<file path="config.mk">
export PLATFORM = sky130hd
export DESIGN_NAME = jtdd_snd_cmd
export DESIGN_NICKNAME = d
export VERILOG_FILES = /design/src/rtl/jtdd_snd_cmd.sv
export SDC_FILE = /design/constraint.sdc
export NUM_CORES = 1
export LEC_CHECK = 0
export ABC_AREA = 1
export CAP_MARGIN = 10
export CORE_ASPECT_RATIO = 0.8
export CORE_MARGIN = 8
export CORE_UTILIZATION = 30
export CTS_CLUSTER_DIAMETER = 150
export CTS_CLUSTER_SIZE = 16
export DETAILED_ROUTE_END_ITERATION = 10
export DONT_BUFFER_PORTS = 1
export GPL_TIMING_DRIVEN = 0
export HOLD_SLACK_MARGIN = 0.15
export PLACE_DENSITY = 0.5
export SKIP_CTS_REPAIR_TIMING = 1
export SYNTH_ARGS = -nofsm -noshare
export SYNTH_HDL_FRONTEND = slang
export SYNTH_SLANG_ARGS = --single-unit
</file>
<file path="constraint.sdc">
create_clock -name clk -period 2.4 [get_ports clk]
set_input_delay 0.36 -clock clk [delete_from_list [all_inputs] [get_ports clk]]
set_output_delay 0.36 -clock clk [all_outputs]
set_load 0.02 [all_outputs]
</file>
<file path="src/rtl/jtdd_snd_cmd.sv">
// jtdd_snd_cmd
// Sound-CPU-side receiver for the main CPU command channel. Each strobe
// of snd_irq pushes one command byte into a small FIFO. The sound CPU
// reads the oldest byte on latch_dout and pops it when its latch read
// ends. While commands are pending, the sound CPU interrupt is held low.
// The reset-enable bit from the main CPU is stretched into the sound CPU
// reset.
//
// Ports:
//   clk, rst    system clock, synchronous active-high reset
//   snd_latch   command byte from the main CPU
//   snd_irq     main-side latch strobe (several clk wide, one push per strobe)
//   snd_rstb    main-side sound enable, 0 holds the sound CPU in reset
//   latch_cs    sound CPU read strobe of the latch address (level)
//   latch_dout  oldest queued command byte (holds last byte when empty)
//   snd_irqn    active-low interrupt, asserted while commands are pending
//   snd_rstn    active-low stretched reset to the sound CPU
//   ovf         sticky overflow flag
//   level       number of queued entries
module jtdd_snd_cmd #(
    parameter int DW     = 2,
    parameter int RSTLEN = 16
) (
    input  logic          clk,
    input  logic          rst,
    input  logic [7:0]    snd_latch,
    input  logic          snd_irq,
    input  logic          snd_rstb,
    input  logic          latch_cs,
    output logic [7:0]    latch_dout,
    output logic          snd_irqn,
    output logic          snd_rstn,
    output logic          ovf,
    output logic [DW:0]   level
);
    localparam int          DEPTH    = 2**DW;
    localparam int          CW       = $clog2(RSTLEN + 1);
    localparam logic [DW:0] FULL_LVL = (DW+1)'(DEPTH);
    localparam logic [CW-1:0] RST_LOAD = CW'(RSTLEN);

    logic [7:0]    mem [DEPTH];
    logic [DW-1:0] wr_ptr, rd_ptr;
    logic          irq_prev, cs_prev;
    logic [CW-1:0] cnt;

    logic          push, pop, full, ovwr;
    logic [DW-1:0] wr_idx, wr_ptr_nx, rd_ptr_nx;
    logic [DW:0]   level_nx;
    logic [7:0]    head_nx;

    // Edge detection and next-state computation for the FIFO
    always_comb begin
        push      = snd_irq & ~irq_prev & snd_rstb;
        // Popping on the falling edge keeps latch_dout stable for the whole
        // CPU access; a pop on an empty FIFO is simply not a pop.
        pop       = cs_prev & ~latch_cs & (level != '0);
        full      = (level == FULL_LVL);
        // Full with no room freed: the newest entry is replaced so that
        // the latest command always reaches the sound CPU.
        ovwr      = push & full & ~pop;
        wr_idx    = ovwr ? (wr_ptr - 1'b1) : wr_ptr;
        wr_ptr_nx = (push & ~ovwr) ? (wr_ptr + 1'b1) : wr_ptr;
        rd_ptr_nx = pop ? (rd_ptr + 1'b1) : rd_ptr;
        level_nx  = level;
        if (push & ~pop & ~full)
            level_nx = level + 1'b1;
        else if (pop & ~push)
            level_nx = level - 1'b1;
        // The new head may be the byte being written on this same cycle.
        head_nx   = (push && (wr_idx == rd_ptr_nx)) ? snd_latch : mem[rd_ptr_nx];
    end

    // Storage: data only, no reset needed
    always_ff @(posedge clk) begin
        if (push)
            mem[wr_idx] <= snd_latch;
    end

    // Control state, output registers and reset stretcher
    always_ff @(posedge clk) begin
        if (rst) begin
            wr_ptr     <= '0;
            rd_ptr     <= '0;
            level      <= '0;
            latch_dout <= 8'h00;
            snd_irqn   <= 1'b1;
            ovf        <= 1'b0;
            snd_rstn   <= 1'b0;
            cnt        <= RST_LOAD;
            irq_prev   <= 1'b0;
            cs_prev    <= 1'b0;
        end else begin
            irq_prev <= snd_irq;
            cs_prev  <= latch_cs;
            if (!snd_rstb) begin
                // Sound CPU held in reset: flush the queue, restart stretch.
                // latch_dout keeps its last value.
                wr_ptr   <= '0;
                rd_ptr   <= '0;
                level    <= '0;
                snd_irqn <= 1'b1;
                ovf      <= 1'b0;
                snd_rstn <= 1'b0;
                cnt      <= RST_LOAD;
            end else begin
                wr_ptr   <= wr_ptr_nx;
                rd_ptr   <= rd_ptr_nx;
                level    <= level_nx;
                snd_irqn <= (level_nx == '0);
                if (ovwr)
                    ovf <= 1'b1;
                if (level_nx != '0)
                    latch_dout <= head_nx;
                // Pushes are already accepted here, before snd_rstn rises,
                // so the boot command is kept.
                if (cnt != '0)
                    cnt <= cnt - 1'b1;
                snd_rstn <= (cnt == '0);
            end
        end
    end
endmodule

</file>
==> flow_results.org <==
** Power and ir drop
- Worst ir drop on vdd :: 0.220 mV
- The analysis attributes to cell leakage a power of 1.32 nW.
- Areal power density over the cells :: 651 nW/um^2

** Die
- DIE AREA :: 12,300 sq um
- For this configuration, the core starts out at a cell density of 30.3%.
- Standard cell core area :: 8880 sq um
- After floorplanning, the core was divided into 31 placement rows.
- For this design the top-level I/O count stands at 27.
- Die Ht :: 101 microns
- Measured along the x axis, the die boundary spans 122 microns.

** Critical path
- CP endpoint kind :: flip-flop
- Top fanout value on the critical path :: 8
- Cell chain of the critical path :: inv_1, ha_1, nand2_2, nor2_4, nand2_2, nand2_1, nand3_1, nor2_2
- Data on the critical path arrives at its endpoint at 2.14 ns.
- CP bufs+invs :: 1
- The slowest stage of the critical path belongs to the cell nor2_2.
- Top delay family on crit path :: simple AND/OR/NAND/NOR gates
- At the worst endpoint, the required time is 2.37 ns.
- Startpoint-to-endpoint class of the critical path :: flip-flop to flip-flop
- STA classifies the critical path startpoint as a flip-flop.
- Dominant cell type by count on the critical path :: nand2_2
- In this design, the stage delay of the slowest critical-path cell is 0.46 ns.

** Placed design
- Detailed placement finished with a half-perimeter wire length of 4130 microns.
- Instance area after placement :: 2840 sq um
- Number of buffers inserted by port buffering :: 0
- Final RePlAce weighted congestion :: 0.749

** Cells and area
- In the final layout, the share of cells above drive strength 1 is 16.9%.
- Number of nets in the layout :: 338
- After routing the design area is 3130 sq um.
- From synthesis to final layout, the design area changed by 16.4%.
- Antenna diode count :: 0

** Detailed routing
- Total routed wirelength :: 5960 microns
- Before antenna repair, the detailed router went through 4 iterations.
- For this block, the initial DRC count from the detailed router was 134.
- Mean number of vias per cell :: 4.36
- Routed vias :: 1,919
- Avg WL per Cell :: 13.6 microns
- After detailed routing, the number of remaining DRC violations is 0.
- Number of nets still failing antenna checks after routing :: 0

** CTS
- At the later pin of the worst-skew pair, clock insertion delay measures 0.34 ns.
- The H-tree generated during clock tree synthesis spans 3 levels.
- Max clock buf depth :: 2
- Clock tree synthesis inserted a total of 9 buffers.
- Root Buffer :: clkbuf_8
- TritonCTS built the clock tree.
- After clock tree synthesis, the clock-pin slew on the worst setup and hold paths is 0.07 ns.
- CTS saw 57 sinks.

** STA
- Setup repair after global routing left no endpoint under its margin.
- Transition time at the pin with the least slew margin :: 0.559 ns
- On the final layout, the worst clock skew is 0.0106 ns.
- The worst pin sits at a relative slew slack of 62.7%.
- Timing would allow up to 460 MHz.
- Final Cycle Share :: 90.5%
- Final Max Tran Viols :: 0
- Setup violations remaining at the end of the flow were counted as 0.
- Time the final worst path needs with I/O delays and setup :: 2.17 ns
- The number of hold violations in the final report was 0.
- Final total negative setup slack :: 0 ns

** Synthesis
- Synthesis handed over a netlist of 298 instances.
- Number of flops mapped to enable cells by yosys :: 32
- By count the netlist is led by nand2_1 (73), inv_1 (36), edfxtp_1 (32).
- Async set or reset register ratio after synthesis :: 0%
- Yosys Warn Count :: 0
- Post-synthesis instance area :: 2690 sq um
- Dominant cell type by area after synthesis :: edfxtp_1
- Flop and latch count out of synthesis :: 57
- Among all flip-flop cells after synthesis, the most frequent one is edfxtp_1.
- Post-Syn Area per Cell :: 9.04 sq um
- Library cells used by synthesis :: 27
- In this run the biggest area consumer among cell types represents 35.7% of the synthesized area.
- Cells taking the most area after synthesis :: edfxtp_1 (36%), dfxtp_1 (19%), nand2_1 (10%)
- When the netlist entered floorplanning its net count stood at 316.
- Library cell with the highest instance count after synthesis :: nand2_1
- Share of synthesized area occupied by flip-flops and latches :: 54.3%

** Global route
- The total overflow left after global routing is 0.
- Most Crowded Layer GR :: met1
- For met1 alone, demand over resource in global routing was 13.6%.
- For this run, global-route usage on met3 was measured as 3.86%.
- Global routing consumed, on the met2 layer, 13.3% of the routing resources.
- First-pass GRT wire length :: 9300 microns
- The initial antenna violation count was 0.
- Via count of the first global-routing pass :: 1,786
- Total track usage :: 9.99%
- Entering global routing, the biggest net connects 12 pins.

** Worst hold path
- Path class of the lowest-slack min-delay path :: primary input to flip-flop

** Run
- Max-cap viol count :: 0

** Outcome
- The flow ran to the end, and the final reports show no timing, DRC or antenna violations.
## metrics by stage
stage                     hold WS (ns)  power [mW]  worst slack, ns  cells  util, %
after floorplan                  0.431        1.24            0.348    298        -
after global placement           0.433        1.27          -0.0669    413     31.9
after global routing             0.269        2.15           0.0204    440     35.3
after detailed placement         0.437        1.27          -0.0694    413     31.9
final                            0.254        2.04            0.227    440     35.3
after CTS                       0.0691        2.05          -0.0872    429     33.8
## metal layers
| metal | vias up | routed length (microns) | part of all wire (%) |
|---|---|---|---|
| li1 | 1018 | - | - |
| met5 | - | 0 | 0 |
| met1 | 860 | 2920 | 49 |
| met4 | 0 | 76 | 1.3 |
| met3 | 6 | 460 | 7.7 |
| met2 | 35 | 2510 | 42 |
## layout by cell type (no fill, tap or decap), drive strengths merged
cell type    synthesis  layout
nand3               32      32
o21ai               21      21
ha                   5       5
clkbuf               0       9
o211ai               9       9
dlygate4sd3          0      11
a21oi                3       3
nand2               84      84
clkinvlp             0       2
nor2                35      35
dfxtp               25      25
xnor2                2       2
buf                  4       4
inv                 41      42
nand3b               1       1
clkinv               1       5
xor2                 2       2
or2                  1       1
edfxtp              32      32
## path summary, 6_finish.rpt
check                               from        end  slack [ns]  cells past startpoint
worst min-delay path                 rst     cnt[4]        0.25                      2
worst max-delay path            level[0]  mem[0][2]        0.23                      8
worst max register to register  level[0]  mem[0][2]        0.23                      8
worst min register to register    cnt[0]     cnt[0]        0.48                      1
## cells by family after synthesis
logic type               after synthesis  synth area share (%)
AND/OR/NAND/NOR                      153                  27.5
XOR/XNOR                               4                  1.30
AO/OA/AOI/OAI                         33                  7.39
buffers and inverters                 46                  7.25
adder cells (fa/ha/maj)                5                  2.32
flip-flops                            57                  54.3
## power breakdown
group	leakage (nW)	internal (mW)	switching [mW]
clock network	0.0830	0.371	0.404
logic	0.740	0.0643	0.104
registers	0.495	1.06	0.0341
total	1.32	1.50	0.542
## layout make-up
type                    count  area, sq um
fillers                   923         5750
flip-flops and latches     57         1460
multi-input cells         195         1050
inverters                  42          161
well taps                 115          144
clock buffers               9          124
repair buffers             11          110
clock inverters             7         46.3
plain buffers               4         37.5
## state kept, by name, indices dropped and copies added (netlist names)
| name | cells |
|---|---|
| wr_ptr | 2 |
| snd_rstn | 1 |
| latch_dout | 8 |
| mem | 32 |
| cs_prev | 1 |
| cnt | 5 |
| irq_prev | 1 |
| rd_ptr | 2 |
| level | 3 |
| snd_irqn | 1 |
| ovf | 1 |
(Power assumes the default switching activity.)
